`config.mk`:
```
export PLATFORM = sky130hd
export DESIGN_NAME = iob_merge2
export DESIGN_NICKNAME = d
export VERILOG_FILES = /design/src/rtl/iob_merge2.sv
export SDC_FILE = /design/constraint.sdc
export NUM_CORES = 1
export LEC_CHECK = 0
export ABC_CLOCK_PERIOD_IN_PS = 3200
export CAP_MARGIN = 20
export CORE_AREA = 5 5 118 120
export DETAILED_ROUTE_END_ITERATION = 10
export DIE_AREA = 0 0 123 125
export HOLD_SLACK_MARGIN = 0.08
export PLACE_DENSITY_LB_ADDON = 0.15
export SETUP_SLACK_MARGIN = 0.05
export SLEW_MARGIN = 20
export SYNTH_ARGS = -nofsm -noshare
export SYNTH_HDL_FRONTEND = slang
export SYNTH_SLANG_ARGS = --single-unit
```
`constraint.sdc`:
```
create_clock -name clk -period 3.2 [get_ports clk]
set_input_delay 0.64 -clock clk [delete_from_list [all_inputs] [get_ports clk]]
set_output_delay 0.64 -clock clk [all_outputs]
set_load 0.1 [all_outputs]
```
`src/rtl/iob_merge2.sv`:
```
// Two-master to one-slave merge on the native valid/ready bus.
// Round-robin arbitration by default; define MERGE2_FIXED_PRIO_EN for fixed m0 priority.

`ifndef REQ_W
`define REQ_W (1 + ADDR_W + DATA_W + DATA_W / 8)
`endif
`ifndef RESP_W
`define RESP_W (DATA_W + 1)
`endif

module iob_merge2 #(
    parameter int ADDR_W = 32,
    parameter int DATA_W = 32
) (
    input  logic                clk,
    input  logic                rst,
    input  logic [`REQ_W-1:0]   m0_req,
    output logic [`RESP_W-1:0]  m0_resp,
    input  logic [`REQ_W-1:0]   m1_req,
    output logic [`RESP_W-1:0]  m1_resp,
    output logic [`REQ_W-1:0]   s_req,
    input  logic [`RESP_W-1:0]  s_resp
);

    typedef enum logic {StIdle, StBusy} state_t;

    state_t state;
    logic   owner;
`ifndef MERGE2_FIXED_PRIO_EN
    logic   last;
`endif

    logic m0_valid;
    logic m1_valid;
    logic any_valid;
    logic s_ready;
    logic winner;
    logic sel;
    logic active;

    // Request bus layout is {valid, address, wdata, wstrb}; response is {rdata, ready}.
    assign m0_valid  = m0_req[`REQ_W-1];
    assign m1_valid  = m1_req[`REQ_W-1];
    assign any_valid = m0_valid | m1_valid;
    assign s_ready   = s_resp[0];

    always_comb begin
        winner = 1'b0;
        if (m0_valid && m1_valid) begin
`ifdef MERGE2_FIXED_PRIO_EN
            winner = 1'b0;
`else
            winner = ~last;
`endif
        end else if (m1_valid) begin
            winner = 1'b1;
        end
    end

    // In BUSY the owner keeps the slave even if it drops valid; only slave ready frees it.
    assign sel    = (state == StBusy) ? owner : winner;
    assign active = (state == StBusy) | any_valid;

    always_comb begin
        s_req   = '0;
        m0_resp = '0;
        m1_resp = '0;
        if (active) begin
            if (sel) begin
                s_req   = m1_req;
                m1_resp = s_resp;
            end else begin
                s_req   = m0_req;
                m0_resp = s_resp;
            end
        end
    end

    always_ff @(posedge clk) begin
        if (rst) begin
            state <= StIdle;
            owner <= 1'b0;
`ifndef MERGE2_FIXED_PRIO_EN
            last  <= 1'b1;
`endif
        end else begin
            unique case (state)
                StIdle: begin
                    if (any_valid) begin
                        if (s_ready) begin
`ifndef MERGE2_FIXED_PRIO_EN
                            last <= winner;
`endif
                        end else begin
                            state <= StBusy;
                            owner <= winner;
                        end
                    end
                end
                StBusy: begin
                    if (s_ready) begin
`ifndef MERGE2_FIXED_PRIO_EN
                        last <= owner;
`endif
                        state <= StIdle;
                    end
                end
                default: state <= StIdle;
            endcase
        end
    end

endmodule
```
# Word-level counts from Yosys, hierarchy flattened
# Cells that the tools add are included.
# word_totals
out_inout_bits	135
register_bits	3
wordCells	30
# op_classes
n_eq_ne	3
n_mux	16
n_reduce_logical	3
n_bitwise	5
# op_table
operator	n
$mux W69	2
$mux W33	4
$mux W1	8
$ne A2 B2 Y1 const B	3
$reduce_and A3 Y1	2
$pmux W1 S2	2
$not A1 Y1	3
$or A1 B1 Y1	2
$logic_and A1 B1 Y1	1

# Depth between registers and ports, before layout
# Gate-level depths: netlist (run 1).
# logic_depth
ltp_word	5
mapped_depth	5

# Least setup slack after synthesis (run 1)
# Ideal clock, no wire load.
# synth_path
path_kind	input port to output port
startpoint	in m1_req[68]
endpoint	out s_req[10]
required_ns	2.560
stages	5
arrival_ns	2.868
slack_ns	-0.308
cell_sequence	nor2b_1 -> a21boi_2 -> buf_6 -> buf_6 -> mux2i_1
# synth_between
elab_chain_cells	5
# synth_lines
element	line_no	source
start: declaration	19	input logic [`REQ_W-1:0] m1_req,
$mux W1 or $logic_and A1 B1 Y1 (tied branches)	55, 49	
$mux W1	49	if (m0_valid && m1_valid) begin
$mux W1	61	assign sel = (state == StBusy) ? owner : winner;
$mux W69	69	if (sel) begin
$mux W69 (*)	68	if (active) begin
end: declaration	21	output logic [`REQ_W-1:0] s_req,
# Mark *: on every way between the ends. The rest lies on a longest branch, timed or not.

# Final worst setup path (run 1)
# layout_path
startpoint	in m1_req[68]
endpoint	out s_req[3]
# The elaborated chain is that of the path after synthesis.

==> impl_metrics.ini, run 1 <==
[routing]
drtIter0Drc = 80
routed_wl_um = 12200
viasPerCell = 4.12
antenna_left = 0
drt_pass1_iterations = 4
route.vias.total = 3236
drc_errors = 0
wl_per_cell_um = 15.5

[synthesis]
netlist-cell-type-count = 19
postSynthCellCount = 319
synth_edf_count = 0
synthFlopType = dfxtp_1
synth_area_leaders = mux2i_1 33%, and3_1 20%, nand2_1 13%
syn-num-nets = 492
syn_area_per_cell_um2 = 6.45
async_flop_share_pct = 0
yosysSeqAreaShare_pct = 2.92
ys_seq_elements = 3
syn_area_um2 = 2060
synth_top_cell_area_share_pct = 33.1
yosys.area.top_type = mux2i_1
ys_warn_count = 0

[layout]
layout-drive-gt1-share_pct = 25.2
fillers = 1192
final_cell_count_no_fill = 786
n_antenna_cell = 0
fin_nets = 784
area_growth_pct = 226

[power]
ir_drop_uv = 175
powerDensity_nw_per_um2 = 391
leakagePower_nw = 3.55

[die]
die_area_um2 = 15400
ios = 308
start_util_pct = 16.0
die_width_um = 123
rows = 42
core_um2 = 12900
die-height_um = 125

[clock_network]
cts_tree = done
clock_latency_ps = 230
cts.sinks = 3
path_clk_slew_ps = 30
htree_levels = 1
clk_path_buf_depth = 2
cts_resized = 0
cts_setup_buffers = 0
hold_buffers = 0
numCtsBuffers = 3
ctsRootBufferMaster = clkbuf_16

[place]
dp_cells = 782
io_buffers = 307
place_congestion = 0.769
dpl.hpwl_um = 10300

[setup_path]
critical-path-top-delay-family = buffers and inverters
cpPeakStageDelay_ps = 490
crit_fanout = 16
cp.arrival_ps = 2450
r2r_slack_ps = 1800
cpMostUsedCell = buf_12
startpoint_type = primary input
critPathRequiredTime_ps = 2560
crit_type = primary input to output port
path_cells = clkdlybuf4s50_1 > nor2b_1 > a21boi_4 > buf_12 > buf_12 > mux2i_1 > buf_12
slowest_stage = clkdlybuf4s50_1
endpoint_kind = output port
worst-path-buf-inv = 4

[timing]
tightest_slew_ps = 343
slew_headroom_pct = 76.5
fin_setup_tns_ps = 0
fmax_ghz = 0.324
hold_viol_final = 0
drv_slew = 0
rsz0062_at_grt = no
setup_viol = 0
period_share_pct = 96.5
period_needed_ps = 3090
clock_skew_ps = 0.962

[global_route]
antenna_found_initial = 0
grt_max_degree = 84
grt.total_usage_pct = 14.7
grt_pass1_wl_um = 18100
grt_pass1_vias = 3441
gr-total-overflow = 0

[flow_run]
maxCapViolCount = 0

[worst_hold_path]
hp-class = flop to flop

[outcome]
status = finished clean
## power breakdown
group	switching (W)	leakage (nW)	total, W	internal [W]
clock	0.0000368	0.0382	0.000201	0.000165
sequential	0.00000294	0.0248	0.0000433	0.0000404
combinational	0.00148	3.48	0.00237	0.000893
total	0.00152	3.55	0.00262	0.00110
## layout by cell type, fill, tap and decap left out
cell type        instances
clkdlybuf4s50_1        172
buf_12                 143
nand2_1                 70
inv_1                   69
and3_1                  66
mux2i_1                 65
mux2i_2                  3
clkbuf_16                3
dfxtp_1                  3
nor3b_1                  2
a21oi_1                  2
nor2_1                   2
or3_4                    1
nor2b_1                  1
a21boi_4                 1
a22o_1                   1
nand2b_1                 1
a311oi_1                 1
a211oi_2                 1
a41oi_2                  1
clkbuf_1                 1
buf_4                    1
## worst reg2reg max path: stages (launching register included)
cell and delay [ps]:
dfxtp_1 340, or3_4 410, buf_12 190, a211oi_2 270
a41oi_2 50
## cell usage after synthesis (2+ instances only)
| cell type | n |
|---|---|
| a21oi_1 | 2 |
| inv_1 | 69 |
| nor3b_1 | 2 |
| buf_2 | 7 |
| nand2_1 | 70 |
| mux2i_1 | 68 |
| nor2_1 | 2 |
| and3_1 | 66 |
| clkbuf_1 | 2 |
| dfxtp_1 | 3 |
| buf_6 | 20 |
## area by class of cell
| type | instances | area [um2] | area share, % |
|---|---|---|---|
| multi-input cells | 218 | 1490 | 22.2 |
| inverters | 69 | 259 | 3.87 |
| well taps | 176 | 220 | 3.29 |
| repair buffers | 316 | 4590 | 68.5 |
| clock buffers | 4 | 78.8 | 1.18 |
| flip-flops and latches | 3 | 60.1 | 0.897 |
## worst paths after layout
check,start,end,cells after the start
max,m1_req[68],s_req[3],7
min reg2reg,owner,owner,2
max reg2reg,state,last,4
min,owner,owner,2
## kinds of logic (layout without fill, tap and decap cells)
logic type	count (synthesis)	count (layout)	share of synthesized area, %
AOI/OAI and AO/OA	7	7	3.28
and+or+nand+nor	143	143	35.1
DFF	3	3	2.92
muxes	68	68	33.1
buffers and inverters	98	389	25.6
## flip-flops by register name, summed over array words and instances, names as in the netlist
name   count
owner      1
state      1
last       1
## routing by layer
layer / GRT usage, % / wire, um / part of all wire (%)
met5: 0 / 0 / 0
met4: 4.43 / 291 / 2.4
met3: 5.65 / 1390 / 11
met2: 29.3 / 6650 / 55
met1: 13.2 / 3820 / 31
## per-stage QoR
stage	setup slack, ps	power [W]	utilization [%]	area (um2)	hold slack, ps
2_1_floorplan	-308	0.00145	-	2060	511
3_3_place_gp	133	0.00241	51.4	6610	540
3_5_place_dp	96.8	0.00243	51.4	6610	559
4_1_cts	91.2	0.00264	52.0	6690	584
5_1_grt	50.3	0.00269	52.0	6700	622
6_report	111	0.00262	52.0	6700	584
Note: power is estimated with default switching activity, not from simulation.
==> run 2, diff against run 1 <==
--- a/config.mk
+++ b/config.mk
@@ -6,10 +6,10 @@
 export NUM_CORES = 1
 export LEC_CHECK = 0
 export ABC_CLOCK_PERIOD_IN_PS = 3200
-export CAP_MARGIN = 20
-export CORE_AREA = 5 5 118 120
+export CAP_MARGIN = 25
+export CORE_AREA = 5 5 116 118
 export DETAILED_ROUTE_END_ITERATION = 10
-export DIE_AREA = 0 0 123 125
+export DIE_AREA = 0 0 121 123
 export HOLD_SLACK_MARGIN = 0.08
 export PLACE_DENSITY_LB_ADDON = 0.15
 export SETUP_SLACK_MARGIN = 0.05
==> run 2 against run 1 <==
  * Routed wire length increased by 4.2%
  * Clock skew decreased by 0.68 ps
  * Sequential power about the same
  * Global-route usage increased by 0.24 points
  * Combinational power up 3%
  * Die area fell by 3.2%
  * Setup slack lost 1.6 ps
  * Final cell count is 0.25% lower
  * Critical path depth stayed put
  * Maximum frequency barely moved
  * Sequential share of layout area is essentially flat
  * First-iteration DRC count increased by 1.3%
  * Critical path type unchanged
  * Highest routed layer unchanged
==> impl_metrics.ini, run 2 (synthesized netlist as in run 1, its figures left out) <==
[setup_path]
critPathRequiredTime_ps = 2560
r2r_cells = 4
worst-path-buf-inv = 4
cpPeakStageDelay_ps = 430
cpMostUsedCell = buf_12
path_cells = clkdlybuf4s50_1 > nor2b_1 > a21boi_4 > buf_12 > buf_16 > mux2i_2 > buf_12
slowest_stage = clkdlybuf4s50_1
cp.arrival_ps = 2450
crit_fanout = 14
endpoint_kind = output port
critical-path-top-delay-family = buffers and inverters
startpoint_type = primary input
crit_type = primary input to output port
cp.depth = 7

[clock_network]
clk_path_buf_depth = 2
path_clk_slew_ps = 30
htree_levels = 1
numCtsBuffers = 3
clock_latency_ps = 220
cts_tree = done
cts_setup_buffers = 0
cts.sinks = 3
ctsRootBufferMaster = clkbuf_16
hold_buffers = 0

[worst_hold_path]
hp-class = flop to flop
holdPathStages = 2

[power]
swShare_pct = 57.5
pwr-share-clk_pct = 7.3
seq_power_share_pct = 1.6
powerDensity_nw_per_um2 = 386
leakagePower_nw = 3.49
p_sw_w = 0.00155
power_frac_comb_pct = 91.1
intPower_w = 0.00115
ir_drop_uv = 198

[routing]
routed_wl_um = 12700
drtIter0Drc = 81
drc_errors = 0
route.vias.total = 3275
antenna_left = 0
viasPerCell = 4.18
drt_pass1_iterations = 4
wl_per_cell_um = 16.2

[timing]
rsz0062_at_grt = yes
slew_headroom_pct = 77.8
whs_ps = 549
drv_slew = 0
period_needed_ps = 3090
clock_skew_ps = 0.279
fmax_ghz = 0.324
tightest_slew_ps = 324
period_share_pct = 96.6
hold_viol_final = 0
setup_viol = 0

[layout]
layout_common_cells = 171 x clkdlybuf4s50_1, 142 x buf_12, 70 x nand2_1
fillers = 1050
fin_nets = 786
final_common_cell = clkdlybuf4s50_1
n_antenna_cell = 0
area_growth_pct = 239
layout-drive-gt1-share_pct = 30.2
final_core_util_pct = 56.4
top_regs = last: 1 flops, owner: 1 flops, state: 1 flops

[die]
die_width_um = 121
start_util_pct = 16.6
ios = 308
rows = 41
die-height_um = 123
die_area_um2 = 14900
core_um2 = 12400

[global_route]
grt_pass1_wl_um = 17600
grt.total_usage_pct = 14.9
antenna_found_initial = 0
grt_pass1_vias = 3278
grt_max_degree = 77
gr-total-overflow = 0

[place]
dpl.hpwl_um = 10400
place_congestion = 0.786
io_buffers = 307

[flow_run]
maxCapViolCount = 0

[outcome]
status = finished clean
run 2: cell count changes in the layout (fill, tap and decap cells not counted):
cell             change
mux2i_4             +14
clkdlybuf4s50_1      -1
dlymetal6s2s_1       +1
clkbuf_16            +1
buf_12               -1
mux2i_1             -29
buf_4                +1
buf_16               +1
mux2i_2             +15
run 2: layout make-up:
class | count | area, um2 | share of cell area (%)
Clock buffer | 4 | 78.8 | 1.13
Inverter | 69 | 259 | 3.72
Sequential cell | 3 | 60.1 | 0.862
Multi-Input combinational cell | 218 | 1720 | 24.7
Timing Repair Buffer | 318 | 4630 | 66.5
Tap cell | 172 | 215 | 3.09
run 2: routing by layer:
layer	vias up	track usage, %	share of wire, %
li1	1605	-	-
met2	171	29.2	55
met5	-	0	0
met3	20	5.40	9.3
met4	0	4.53	2.5
met1	1479	14.5	33
run 2: worst paths after layout:
kind,from,to,slack [ps]
setup reg to reg,state,last,1730
hold reg to reg,owner,owner,550
setup / recovery,m1_req[68],s_req[49],110
hold / removal,owner,owner,550
run 2: worst register-to-register path, stage by stage (launching register included):
cell	delay, ps
dfxtp_1	350
or3_4	420
buf_12	190
a211oi_2	330
a41oi_2	50
run 2: timing repair:
item,CTS,global route
pin swaps,0,1
gates resized for setup,1,46
setup endpoints to repair,1,67
cloned,0,1
run 2: power by group through the flow:
stage | logic (W) | registers [W] | clock network [W]
CTS | 0.00239 | 0.0000431 | 0.000201
detailed placement | 0.00239 | 0.0000436 | 0
global route | 0.00252 | 0.0000435 | 0.000205
floorplan | 0.00141 | 0.0000430 | 0
finish | 0.00245 | 0.0000434 | 0.000197
global placement | 0.00237 | 0.0000435 | 0
run 2: metrics by stage:
step	setup slack [ps]	std cells	power [W]	setup TNS, ps	cell area (um2)
detailed placement	37.9	779	0.00243	0	6620
CTS	60.3	783	0.00264	0	6700
global route	7.49	784	0.00277	0	6970
finish	110	784	0.00269	0	6970
floorplan	-308	319	0.00145	-20610	2060
global placement	72.1	779	0.00241	0	6620
==> run 3, diff against run 2 <==
--- a/config.mk
+++ b/config.mk
@@ -6,14 +6,12 @@
 export NUM_CORES = 1
 export LEC_CHECK = 0
 export ABC_CLOCK_PERIOD_IN_PS = 3200
-export CAP_MARGIN = 25
 export CORE_AREA = 5 5 116 118
 export DETAILED_ROUTE_END_ITERATION = 10
 export DIE_AREA = 0 0 121 123
 export HOLD_SLACK_MARGIN = 0.08
 export PLACE_DENSITY_LB_ADDON = 0.15
 export SETUP_SLACK_MARGIN = 0.05
-export SLEW_MARGIN = 20
 export SYNTH_ARGS = -nofsm -noshare
 export SYNTH_HDL_FRONTEND = slang
 export SYNTH_SLANG_ARGS = --single-unit
==> results of run 3 <==
Same layout as run 2: the final DEF is identical, and so are final timing and power.
